--- src/rtl/mul_err_eval_ctrl.sv ---
// mul_err_eval_ctrl
// Error-characterisation sequencer for an external 8x8 approximate multiplier.
// Each sample:
//   1. Present an LFSR-generated operand pair.
//   2. Wait a fixed settle time.
//   3. Compare the returned product against the exact product.
//   4. Accumulate error count, sum and max of the absolute error distance.
//
// Ports:
//   clk         clock, all state on rising edge
//   rst         synchronous active-high reset
//   start       run request, honoured in IDLE or DONE only
//   busy        high in LOAD/WAIT/EVAL
//   done        high in DONE, held until start or rst
//   mul_a/mul_b registered operands to the multiplier under test
//   mul_p       product returned by the multiplier under test
//   sample_cnt  samples evaluated this run
//   err_cnt     samples whose product differed from exact
//   sum_aed     saturating sum of |exact - mul_p|
//   max_aed     largest |exact - mul_p| this run
//
// state  | meaning
// -------+-----------------------------------------------
// IDLE   | after reset, waiting for start
// LOAD   | drive next operand pair, arm settle timer
// WAIT   | settle timer counting down to 1
// EVAL   | sample mul_p, update accumulators, step LFSR
// DONE   | run complete, results final, waiting for start
module mul_err_eval_ctrl #(
  parameter int unsigned N_SAMPLES = 10000,
  parameter int unsigned SETTLE    = 4,
  parameter logic [15:0] SEED      = 16'hACE1
) (
  input  logic        clk,
  input  logic        rst,
  input  logic        start,
  output logic        busy,
  output logic        done,
  output logic [7:0]  mul_a,
  output logic [7:0]  mul_b,
  input  logic [15:0] mul_p,
  output logic [15:0] sample_cnt,
  output logic [15:0] err_cnt,
  output logic [31:0] sum_aed,
  output logic [15:0] max_aed
);

  // An all-zero seed would lock the LFSR, so it is replaced by 1.
  localparam logic [15:0] SEED_EFF  = (SEED == 16'h0000) ? 16'h0001 : SEED;
  localparam logic [15:0] N_LAST    = 16'(N_SAMPLES);
  localparam logic [7:0]  SETTLE_LD = 8'(SETTLE);

  typedef enum logic [2:0] {
    S_IDLE,
    S_LOAD,
    S_WAIT,
    S_EVAL,
    S_DONE
  } state_t;

  state_t      state;
  state_t      state_nxt;
  logic [15:0] lfsr;
  logic [15:0] lfsr_nxt;
  logic [7:0]  wait_cnt;
  logic [15:0] exact;
  logic [15:0] aed;
  logic [32:0] sum_ext;
  logic [15:0] sample_inc;

  assign lfsr_nxt   = {1'b0, lfsr[15:1]} ^ (lfsr[0] ? 16'hB400 : 16'h0000);
  assign exact      = {8'h00, mul_a} * {8'h00, mul_b};
  assign aed        = (exact >= mul_p) ? (exact - mul_p) : (mul_p - exact);
  assign sum_ext    = {1'b0, sum_aed} + {17'h0, aed};
  assign sample_inc = sample_cnt + 16'd1;

  always_ff @(posedge clk) begin
    if (rst) state <= S_IDLE;
    else     state <= state_nxt;
  end

  always_comb begin
    state_nxt = state;
    busy      = 1'b0;
    done      = 1'b0;
    case (state)
      S_IDLE: if (start) state_nxt = S_LOAD;
      S_LOAD: begin
        busy      = 1'b1;
        state_nxt = S_WAIT;
      end
      S_WAIT: begin
        busy = 1'b1;
        if (wait_cnt == 8'd1) state_nxt = S_EVAL;
      end
      S_EVAL: begin
        busy      = 1'b1;
        state_nxt = (sample_inc == N_LAST) ? S_DONE : S_LOAD;
      end
      S_DONE: begin
        done = 1'b1;
        if (start) state_nxt = S_LOAD;
      end
      default: state_nxt = S_IDLE;
    endcase
  end

  always_ff @(posedge clk) begin
    if (rst) begin
      lfsr       <= SEED_EFF;
      wait_cnt   <= 8'd0;
      mul_a      <= 8'd0;
      mul_b      <= 8'd0;
      sample_cnt <= 16'd0;
      err_cnt    <= 16'd0;
      sum_aed    <= 32'd0;
      max_aed    <= 16'd0;
    end else begin
      case (state)
        S_IDLE, S_DONE: begin
          if (start) begin
            lfsr       <= SEED_EFF;
            sample_cnt <= 16'd0;
            err_cnt    <= 16'd0;
            sum_aed    <= 32'd0;
            max_aed    <= 16'd0;
          end
        end
        S_LOAD: begin
          mul_a    <= lfsr[15:8];
          mul_b    <= lfsr[7:0];
          wait_cnt <= SETTLE_LD;
        end
        S_WAIT: wait_cnt <= wait_cnt - 8'd1;
        S_EVAL: begin
          sample_cnt <= sample_inc;
          if (aed != 16'd0) err_cnt <= err_cnt + 16'd1;
          sum_aed <= sum_ext[32] ? 32'hFFFF_FFFF : sum_ext[31:0];
          if (aed > max_aed) max_aed <= aed;
          lfsr <= lfsr_nxt;
        end
        default: ;
      endcase
    end
  end

endmodule

--- config.mk ---
export PLATFORM = sky130hd
export DESIGN_NAME = mul_err_eval_ctrl
export DESIGN_NICKNAME = d
export VERILOG_FILES = /design/src/rtl/mul_err_eval_ctrl.sv
export SDC_FILE = /design/constraint.sdc
export NUM_CORES = 1
export LEC_CHECK = 0
export CORE_MARGIN = 3
export CORE_UTILIZATION = 50
export DETAILED_ROUTE_END_ITERATION = 8
export PLACE_DENSITY = 0.79
export SYNTH_ARGS = -nofsm -noshare
export SYNTH_HDL_FRONTEND = slang
export SYNTH_SLANG_ARGS = --single-unit
--- constraint.sdc ---
create_clock -name clk -period 10.93 [get_ports clk]
set_clock_uncertainty 0.1 [all_clocks]
set_input_delay 1.093 -clock clk [delete_from_list [all_inputs] [get_ports clk]]
set_output_delay 1.093 -clock clk [all_outputs]
set_load 0.01 [all_outputs]
* Word-level counts from Yosys, hierarchy flattened
Index checks and enable logic that the tools add are counted.
Operators by class: $add $sub $neg 6, multipliers 1, order comparisons 2, equal/unequal tests 10, mux-type cells 20, bitwise operators 1, reduce and logical (&&, ||, !) cells 10
Operator list (number):
- $pmux 16 s2 | 4
- $mux 16 | 6
- $mux 32 | 2
- $pmux 32 s2 | 1
- $add 32x16->33 | 1
- $add 16x1->16 const B | 2
- $sub 16x16->16 | 2
- $eq 16x14->1 const B | 1
- $ge 16x16->1 | 1
- $gt 16x16->1 | 1
- $mul 8x8->16 | 1
- $pmux 8 s2 | 1
- $reduce_bool 16->1 | 1
- $xor 15x16->16 | 1
- $pmux 3 s4 | 1
- $mux 3 | 3
- $eq 8x1->1 const B | 1
- $sub 8x1->8 const B | 1
- $eq 3x2->1 const B | 2
- $ne 2x2->1 const B | 3
- $reduce_and 3->1 | 2
- $reduce_and 2->1 | 2
- $reduce_bool 2->1 | 2
- $eq 3x1->1 const B | 1
- other kinds (6) | 7
Word-level totals: flip-flop bits (word level) 123, input port bits 19, output and inout bits 98

* Longest topological paths before layout
Gate-level depths: netlist of run 1.
word-level depth 6, depth in mapped cells 42, depth with buffers taken out 39

* Least setup slack after synthesis of run 1
Ideal clock, no wire load.
kind flip-flop to flip-flop, start register mul_a[1], end register sum_aed[10], arrival time 8711 ps, path slack 2041 ps, cell stages (with the launch flop) 42, path buffers 3, clock period less this slack 8889 ps, cells stage by stage dfxtp_1 > and2_1 > fa_1 > fa_1 > inv_1 > fa_1 > fa_1 > inv_1 > ha_1 > inv_1 > nor2_1 > nor2_1 > o21bai_1 > a21oi_1 > o21bai_1 > a21oi_1 > o21bai_1 > a21oi_1 > [6 not listed] > a31oi_4 > nor2_4 > buf_6 > mux2i_1 > inv_1 > fa_1 > nor2b_1 > o21ai_0 > a21boi_1 > o21ai_1 > a211oi_1 > o21ai_1 > a21oi_1 > o41ai_1 > nor4_1 > clkbuf_1 > nor3_1 > nor3_1
Between the ends: longest elaborated chain between the ends 6, elaborated cells on any way between the ends 8
RTL lines:
- start: declaration | line 39 | output logic [7:0] mul_a,
- start signal: assignment | line 130 | mul_a <= lfsr[15:8];
- $mul 8x8->16 (*) | line 72 | assign exact = {8'h00, mul_a} * {8'h00, mul_b};
- $sub 16x16->16 or $ge 16x16->1 (tied branches) | line 73 | assign aed = (exact >= mul_p) ? (exact - mul_p) : (mul_p - exact);
- $mux 16 (*) | line 73
- $add 32x16->33 (*) | line 74 | assign sum_ext = {1'b0, sum_aed} + {17'h0, aed};
- $mux 32 (*) | line 138 | sum_aed <= sum_ext[32] ? 32'hFFFF_FFFF : sum_ext[31:0];
- $pmux 32 s2 (*) | line 119 | case (state)
- end signal: assignment | line 138
- end: declaration | line 44 | output logic [31:0] sum_aed,
Every way passes the cells marked *; elsewhere a longest branch is shown, timed or not. A chain may end at the register's enable or synchronous reset.

* Worst setup path after layout of run 1
start register mul_a[1], end register sum_aed[30]
The elaborated chain is that of the path after synthesis.

==> results.toml, run 1 <==
[run_status]
outcome = "completed"

[timing]
slew_headroom = 0.1877
period_share = 0.8911
finalCriticalPeriod_ns = 9.739
slew_violations = 0
rsz0062_at_grt = "false"
tightest_slew_ns = 1.215
fin_setup_tns_ns = 0
hold_viol_final = 0
setup_violations = 0
fmax_mhz = 102.7

[logic_synthesis]
ys.flop_type = "dfxtp_1"
ys_seq_elements = 123
synth_cells = 1318
avgSynthCellArea_sq_um = 7.839
synthesis.area_sq_um = 10330
yosysUniqueCellTypes = 73
ys_warn_count = 0
synth_seq_area_share = 0.2383
async_reset_ff_frac = 0
synth_enable_flop_cells = 0
syn-num-nets = 1479

[worst_setup_path]
start_kind = "register"
cpMaxStageDelayCell = "fa_1"
crit_arrival_ns = 9.93
startpoint = "mul_a[1]"
worst_setup_path_end_kind = "register"
r2r-start = "mul_a[1]"
endpoint = "sum_aed[30]"
r2r_end = "sum_aed[30]"
cp_data_required_time_ns = 11.12
crit_fanout = 12
rr_worst_depth = 39
criticalPathCategory = "register to register"
r2r_slack_ns = 1.19
slowest_delay_ns = 0.56

[floorplan]
num_io_pins = 117
dieArea_sq_um = 22420
start_util = 0.5189
die_h_um = 149.7
fp.dieW_um = 149.7
row_count = 51
core_area_sq_um = 19910

[power_and_ir_drop]
ir_drop_uv = 102.3
p_leak_nw = 5.101
powerDensity_nw_per_um2 = 146.1

[cts]
cts_buffers = 17
cts.clk_slew.worst_paths_ns = 0.06
cts_tree = "done"
clock-sinks = 123
cts_max_path_buffers = 2
cts.htree.levels = 4
clock_latency_ns = 0.42
postCtsResizedCells = 0
cts_hold_buf = 0
cts_root_buf = "clkbuf_16"
post_cts_buffers = 0

[route]
route.antenna.remaining_nets = 0
drc = 0
viasPerCell = 5.841
wl_per_cell_um = 16.56
drt-pass1-iter-count = 5
wl_mm = 27.79
vias = 9802
drtIter0Drc = 720

[final_layout]
drive_above_1_share = 0.03963
nets = 1561
syn2layout_area_growth_pct = 18.30
fin_area_sq_um = 12220
antennaDiodeCount = 0

[worst_hold_path]
holdCritPathClass = "register to register"

[global_route]
grt_pass1_vias = 9350
grt_pass1_wl_mm = 45.53
grt_max_degree = 104
overflow = 0
grtUsageTotal = 0.2469
antenna_found_initial = 0

[place]
place_hpwl_mm = 20.24
io_buffer_count = 116
dpl_cell_area_sq_um = 11640
gp_congestion = 0.9478

[flow_run]
max_cap_violations = 0
-- Yosys cell counts (3+ instances only) --
master,instances,area share
o21ai_1,19,0.0092
nand3b_1,18,0.013
a211oi_1,9,0.0065
o21a_1,18,0.013
dfxtp_1,123,0.24
a31oi_1,8,0.0048
a21o_1,15,0.011
a21oi_1,116,0.056
fa_1,39,0.076
o211ai_1,9,0.0065
o21bai_1,9,0.0065
a2111oi_0,5,0.0042
or3_1,9,0.0054
xor2_1,19,0.016
xnor2_1,23,0.019
and3_1,27,0.016
o21ai_0,63,0.031
inv_1,125,0.045
o22ai_1,9,0.0054
nor2_1,87,0.032
nor4_1,20,0.012
and2_1,56,0.034
nand2b_1,25,0.015
clkbuf_1,46,0.017
nor3_1,35,0.017
nand3_1,36,0.017
mux2i_1,4,0.0039
nand4_1,8,0.0048
nor4b_1,7,0.0059
a22o_1,3,0.0025
or4_1,8,0.0058
nor3b_1,3,0.0022
a311oi_1,3,0.0025
buf_2,10,0.0048
o31a_1,4,0.0034
o311ai_0,3,0.0025
a22oi_1,20,0.015
nand2_1,115,0.042
ha_1,103,0.12
nor2b_1,11,0.0067
a211o_1,5,0.0042
-- through the flow --
stage / worst slack [ns] / hold WS [ns] / util / total power, mW / cells
6_report: 1.191 / 0.3804 / 0.6139 / 1.785 / 1678
3_3_place_gp: 1.596 / 0.3627 / 0.5845 / 1.209 / 1646
2_1_floorplan: 2.041 / 0.3447 / - / 1.019 / 1318
5_1_grt: 0.4191 / 0.4002 / 0.6139 / 1.893 / 1678
3_5_place_dp: 1.278 / 0.3676 / 0.5845 / 1.222 / 1646
4_1_cts: 1.183 / 0.3783 / 0.6139 / 1.782 / 1678
-- placed cells by master (no fill, tap or decap), drive strengths merged, types with 27 or more instances in the layout --
master / instances
nor2: 88
clkdlybuf4s50: 115
fa: 39
inv: 128
a21oi: 118
nand2: 115
nor3: 35
o21ai: 82
nand3: 36
ha: 103
dfxtp: 123
and2: 57
and3: 27
-- flip-flops by register name (all words and copies together), names as in the netlist --
name and count:
wait_cnt 8, sample_cnt 16, state 3, lfsr 16, sum_aed 32, err_cnt 16, max_aed 16, mul_b 8
mul_a 8
-- critical path: cells and delay by family (launching register included) --
family / cells / cell delay [ns]
adder cells (fa/ha/maj): 7 / 2.96
buffers and inverters: 4 / 0.35
multiplexers: 1 / 0.30
flip-flops: 1 / 0.38
AND/OR/NAND/NOR: 9 / 2.08
AO/OA/AOI/OAI: 16 / 2.81
XOR/XNOR: 2 / 0.60
-- metal layers --
metal / global-route usage / wire, um
met1: 0.3189 / 12120
met2: 0.4161 / 13380
met3: 0.05300 / 1754
met4: 0.07274 / 536
met5: 0 / 0
-- where the power goes --
part | total, mW | switching, mW | internal (mW)
combinational | 0.678 | 0.414 | 0.264
clock | 0.558 | 0.216 | 0.343
sequential | 0.549 | 0.0611 | 0.488
total | 1.79 | 0.691 | 1.09
-- cell families (layout without fill, tap and decap cells) --
kind of cell	after synthesis	in the layout	share of synthesized area
DFF	123	123	0.2383
AOI/OAI and AO/OA	341	341	0.2073
xor gates and xnor gates	42	42	0.03561
buffers and inverters	185	280	0.06988
adders and majority gates	142	142	0.2003
muxes	7	7	0.007145
and+or+nand+nor	478	478	0.2414
-- cell type report --
cell class	count	area, sq um
clock buffer	19	442.9
multi-input combinational	1010	7163
fill	1814	7687
clock inverter	13	141.4
sequential	123	2462
tap	265	331.6
timing repair buffer	123	1211
inverter	125	469.2
-- worst min path at each step --
| stage | start | end | depth (start not counted) |
|---|---|---|---|
| after floorplan | lfsr[1] | mul_b[1] | 2 |
| after detailed placement | lfsr[8] | mul_a[0] | 2 |
| after global routing | sum_aed[13] | sum_aed[13] | 2 |
| final | lfsr[8] | mul_a[0] | 2 |
| after global placement | sum_aed[2] | sum_aed[2] | 2 |
| after CTS | lfsr[8] | mul_a[0] | 2 |
No activity file was read; power rests on OpenSTA's default activity.
==> inputs of run 2 (changes only) <==
- CORE_MARGIN: 3 -> unset
==> results.toml, run 2 (synthesized netlist as in run 1, its figures left out) <==
[floorplan]
dieArea_sq_um = 21240
start_util = 0.5106
num_io_pins = 117
core_area_sq_um = 20230
die_h_um = 145.7
fp.dieW_um = 145.7
row_count = 52

[final_layout]
final_cell_mix = "inv_1 (125), dfxtp_1 (123), a21oi_1 (116), nand2_1 (115), clkdlybuf4s50_1 (115)"
antennaDiodeCount = 0
syn2layout_area_growth_pct = 18.36
largest_reg_flops = 32
mostFrequentLayoutCell = "inv_1"
nets = 1562
fillers = 1795
top_register = "sum_aed"
drive_above_1_share = 0.04102

[timing]
timing.final.ws_setup_ns = 1.147
slew_violations = 0
fin_hold_ws_ns = 0.3709
fmax_mhz = 102.2
finalCriticalPeriod_ns = 9.783
rsz0062_at_grt = "false"
period_share = 0.8951
slew_headroom = 0.1810
tightest_slew_ns = 1.227
setup_violations = 0
fin_setup_tns_ns = 0
hold_viol_final = 0

[place]
io_buffer_count = 116
post-place-ws_ns = 1.323
place_hpwl_mm = 19.76
gp_congestion = 0.9384

[power_and_ir_drop]
p_int_mw = 1.072
p_leak_nw = 5.101
pwr-share-comb = 0.380
p_sw_frac = 0.3983
clkPwrFrac = 0.312
p_sw_mw = 0.7096
powerDensity_nw_per_um2 = 145.7
ir_drop_uv = 110.5
p_seq_frac = 0.308

[route]
route.antenna.remaining_nets = 0
wl_mm = 27.15
wl_per_cell_um = 16.12
drt-pass1-iter-count = 5
drtIter0Drc = 533
vias = 9872
viasPerCell = 5.862
drc = 0

[worst_setup_path]
criticalPathCategory = "register to register"
cp_data_required_time_ns = 11.13
rr_worst_depth = 38
start_kind = "register"
crit_arrival_ns = 9.98
cpMaxStageDelayCell = "fa_1"
r2r_end = "sum_aed[30]"
r2r-start = "mul_a[0]"
worst_setup_path_end_kind = "register"
path_buf_inv = 6
slowest_delay_ns = 0.55
crit_fanout = 12
r2r_slack_ns = 1.15
critPathTopFamily = "adder cells"

[run_status]
outcome = "completed"

[cts]
post_cts_buffers = 0
cts.clk_slew.worst_paths_ns = 0.06
cts_max_path_buffers = 2
clock-sinks = 123
postCtsResizedCells = 0
cts_root_buf = "clkbuf_16"
cts_buffers = 17
cts_tree = "done"
cts_hold_buf = 0
clock_latency_ns = 0.43
cts.htree.levels = 4

[global_route]
antenna_found_initial = 0
grt_pass1_wl_mm = 44.66
grtUsageTotal = 0.2561
grt_pass1_vias = 9204
overflow = 0
grt_max_degree = 102

[worst_hold_path]
min_delay_worst_endpoint = "sum_aed[4]"
holdCritPathClass = "register to register"
whs_path_depth = 2
hp-start = "sum_aed[4]"

[flow_run]
max_cap_violations = 0
-- run 2: changes by cell type in the layout (fill, tap and decap cells not counted), sizes merged --
cell / change
bufinv: -1
clkinv: -2
buf: +1
inv: +5
clkbuf: -2
-- run 2: worst max path at each step --
| stage | endpoint | cells past startpoint | slack (ns) | startpoint |
|---|---|---|---|---|
| 3_5_place_dp | sum_aed[30] | 38 | 1.32 | mul_a[0] |
| 3_3_place_gp | sum_aed[28] | 39 | 1.58 | mul_a[1] |
| 6_report | sum_aed[30] | 38 | 1.15 | mul_a[0] |
| 5_1_grt | sum_aed[26] | 39 | 0.38 | mul_a[1] |
| 2_1_floorplan | sum_aed[10] | 41 | 2.04 | mul_a[1] |
| 4_1_cts | sum_aed[17] | 39 | 1.20 | mul_a[0] |
-- run 2: layer usage --
layer | wire length [um] | track usage
met1 | 11800 | 0.3242
met2 | 13090 | 0.4337
met3 | 1741 | 0.04922
met4 | 515 | 0.09000
met5 | 0 | 0
-- run 2: final cells by class --
type	count	area (sq um)	share of cell area
Multi-Input combinational cell	1010	7163	0.5858
Sequential cell	123	2462	0.2014
Timing Repair Buffer	124	1216	0.09946
Inverter	125	469.2	0.03837
Clock buffer	17	425.4	0.03479
Tap cell	270	337.8	0.02763
Clock inverter	15	153.9	0.01259
-- run 2: worst reg2reg max path, delay by kind of cell, from the launching register on --
family / cells / cell delay (ns)
compound gates: 16 / 2.81
xor+xnor: 1 / 0.23
fa+ha+maj: 7 / 3.28
buf+inv: 6 / 0.52
flops: 1 / 0.51
mux: 1 / 0.40
simple gates: 7 / 1.79
-- run 2: power by group through the flow --
stage / Clock [mW] / Sequential, mW / Combinational (mW)
after floorplan: 0 / 0.541 / 0.478
after global placement: 0 / 0.554 / 0.660
after detailed placement: 0 / 0.557 / 0.667
after CTS: 0.561 / 0.547 / 0.674
after global routing: 0.583 / 0.557 / 0.753
final: 0.555 / 0.549 / 0.677
-- run 2: metrics by stage --
stage	total power [mW]	instance area, sq um	util	cells
6_report	1.782	12230	0.6043	1684
5_1_grt	1.893	12230	0.6043	1684
4_1_cts	1.783	12230	0.6043	1684
2_1_floorplan	1.019	10330	-	1318
3_5_place_dp	1.224	11650	0.5757	1652
3_3_place_gp	1.213	11650	0.5757	1652
==> inputs of run 3 (changes only) <==
- SLEW_MARGIN: unset -> 20
==> results.toml, run 3 (synthesized netlist as in run 1, its figures left out) <==
[run_status]
outcome = "completed"

[timing]
fin_setup_tns_ns = 0
slew_violations = 0
setup_violations = 0
rsz0062_at_grt = "false"
finalCriticalPeriod_ns = 9.783
period_share = 0.8950
fmax_mhz = 102.2
slew_headroom = 0.3032
fin_hold_ws_ns = 0.3694
hold_viol_final = 0
tightest_slew_ns = 1.045

[final_layout]
drive_above_1_share = 0.04243
final_core_util = 0.6049
final_cell_mix = "inv_1 (125), dfxtp_1 (123), a21oi_1 (116), clkdlybuf4s50_1 (115), nand2_1 (114)"
syn2layout_area_growth_pct = 18.48
antennaDiodeCount = 0
largest_reg_flops = 32
nets = 1562
mostFrequentLayoutCell = "inv_1"
top_register = "sum_aed"

[route]
vias = 9867
drc = 0
drtIter0Drc = 545
viasPerCell = 5.859
route.antenna.remaining_nets = 0
wl_mm = 27.26
wl_per_cell_um = 16.19
drt-pass1-iter-count = 5

[worst_setup_path]
cpMaxStageDelayCell = "fa_1"
criticalPathCategory = "register to register"
start_kind = "register"
worst_setup_path_end_kind = "register"
cp_data_required_time_ns = 11.16
crit_arrival_ns = 10.01
slowest_delay_ns = 0.55
crit_fanout = 18

[worst_hold_path]
holdCritPathClass = "register to register"

[place]
gp_congestion = 0.9384
place_hpwl_mm = 19.76
io_buffer_count = 116

[cts]
cts_tree = "done"
cts.htree.levels = 4
postCtsResizedCells = 0
cts.clk_slew.worst_paths_ns = 0.06
clock_latency_ns = 0.43
cts_max_path_buffers = 2
clock-sinks = 123
cts_buffers = 17
cts_root_buf = "clkbuf_16"
post_cts_buffers = 0
cts_hold_buf = 0

[floorplan]
row_count = 52
start_util = 0.5106
num_io_pins = 117
fp.dieW_um = 145.7
core_area_sq_um = 20230
dieArea_sq_um = 21240
die_h_um = 145.7

[global_route]
grt_pass1_wl_mm = 44.66
grt_max_degree = 102
grt_pass1_vias = 9204
overflow = 0
grtUsageTotal = 0.2561
antenna_found_initial = 0

[power_and_ir_drop]
p_total_mw = 1.787
p_leak_nw = 5.103
powerDensity_nw_per_um2 = 146.0
ir_drop_uv = 109.6

[flow_run]
max_cap_violations = 0
run 3: cell types whose count changed in the layout (fill, tap and decap cells not counted):
cell       before  now
nand2_1       115  114
nor2_2          1    0
nand2_2         0    1
nor2_4          1    2
a2111oi_1       1    0
a2111oi_2       0    1
run 3: metrics by stage:
step | setup WS (ns) | instances | instance area (sq um)
after detailed placement | 1.323 | 1652 | 11650
after global placement | 1.576 | 1652 | 11650
after global routing | 0.3735 | 1684 | 12240
after CTS | 1.202 | 1684 | 12230
after floorplan | 2.041 | 1318 | 10330
final | 1.147 | 1684 | 12240
run 3: per-layer routing:
metal	GRT usage	part of all wire
met1	0.3242	0.43
met2	0.4337	0.48
met3	0.04922	0.068
met4	0.09000	0.018
met5	0	0
run 3: path summary, 6_finish.rpt:
kind	start	endpoint	slack, ns	cells after the start
worst min-delay path	sum_aed[4]	sum_aed[4]	0.37	2
worst max-delay path	mul_a[0]	sum_aed[17]	1.15	39
worst min register to register	sum_aed[4]	sum_aed[4]	0.37	2
worst max register to register	mul_a[0]	sum_aed[17]	1.15	39
run 3: layout make-up:
class                      instances  area (sq um)
fill                            1792          7994
multi-input combinational       1010          7176
sequential                       123          2462
timing repair buffer             124          1216
inverter                         125         469.2
clock buffer                      17         425.4
tap                              270         337.8
clock inverter                    15         153.9
run 3: worst max-delay path, delay by kind of cell (launching register included):
| family | cells | cell delay (ns) |
|---|---|---|
| compound gates | 16 | 2.82 |
| xor+xnor | 1 | 0.24 |
| fa+ha+maj | 7 | 3.29 |
| buf+inv | 7 | 0.81 |
| flops | 1 | 0.51 |
| mux | 1 | 0.41 |
| simple gates | 7 | 1.50 |
run 3: report_power, final:
group / internal [mW] / switching (mW) / total [mW] / leakage [nW]
logic: 0.265 / 0.417 / 0.682 / 3.83
clock network: 0.320 / 0.236 / 0.556 / 0.276
registers: 0.488 / 0.0610 / 0.549 / 0.994
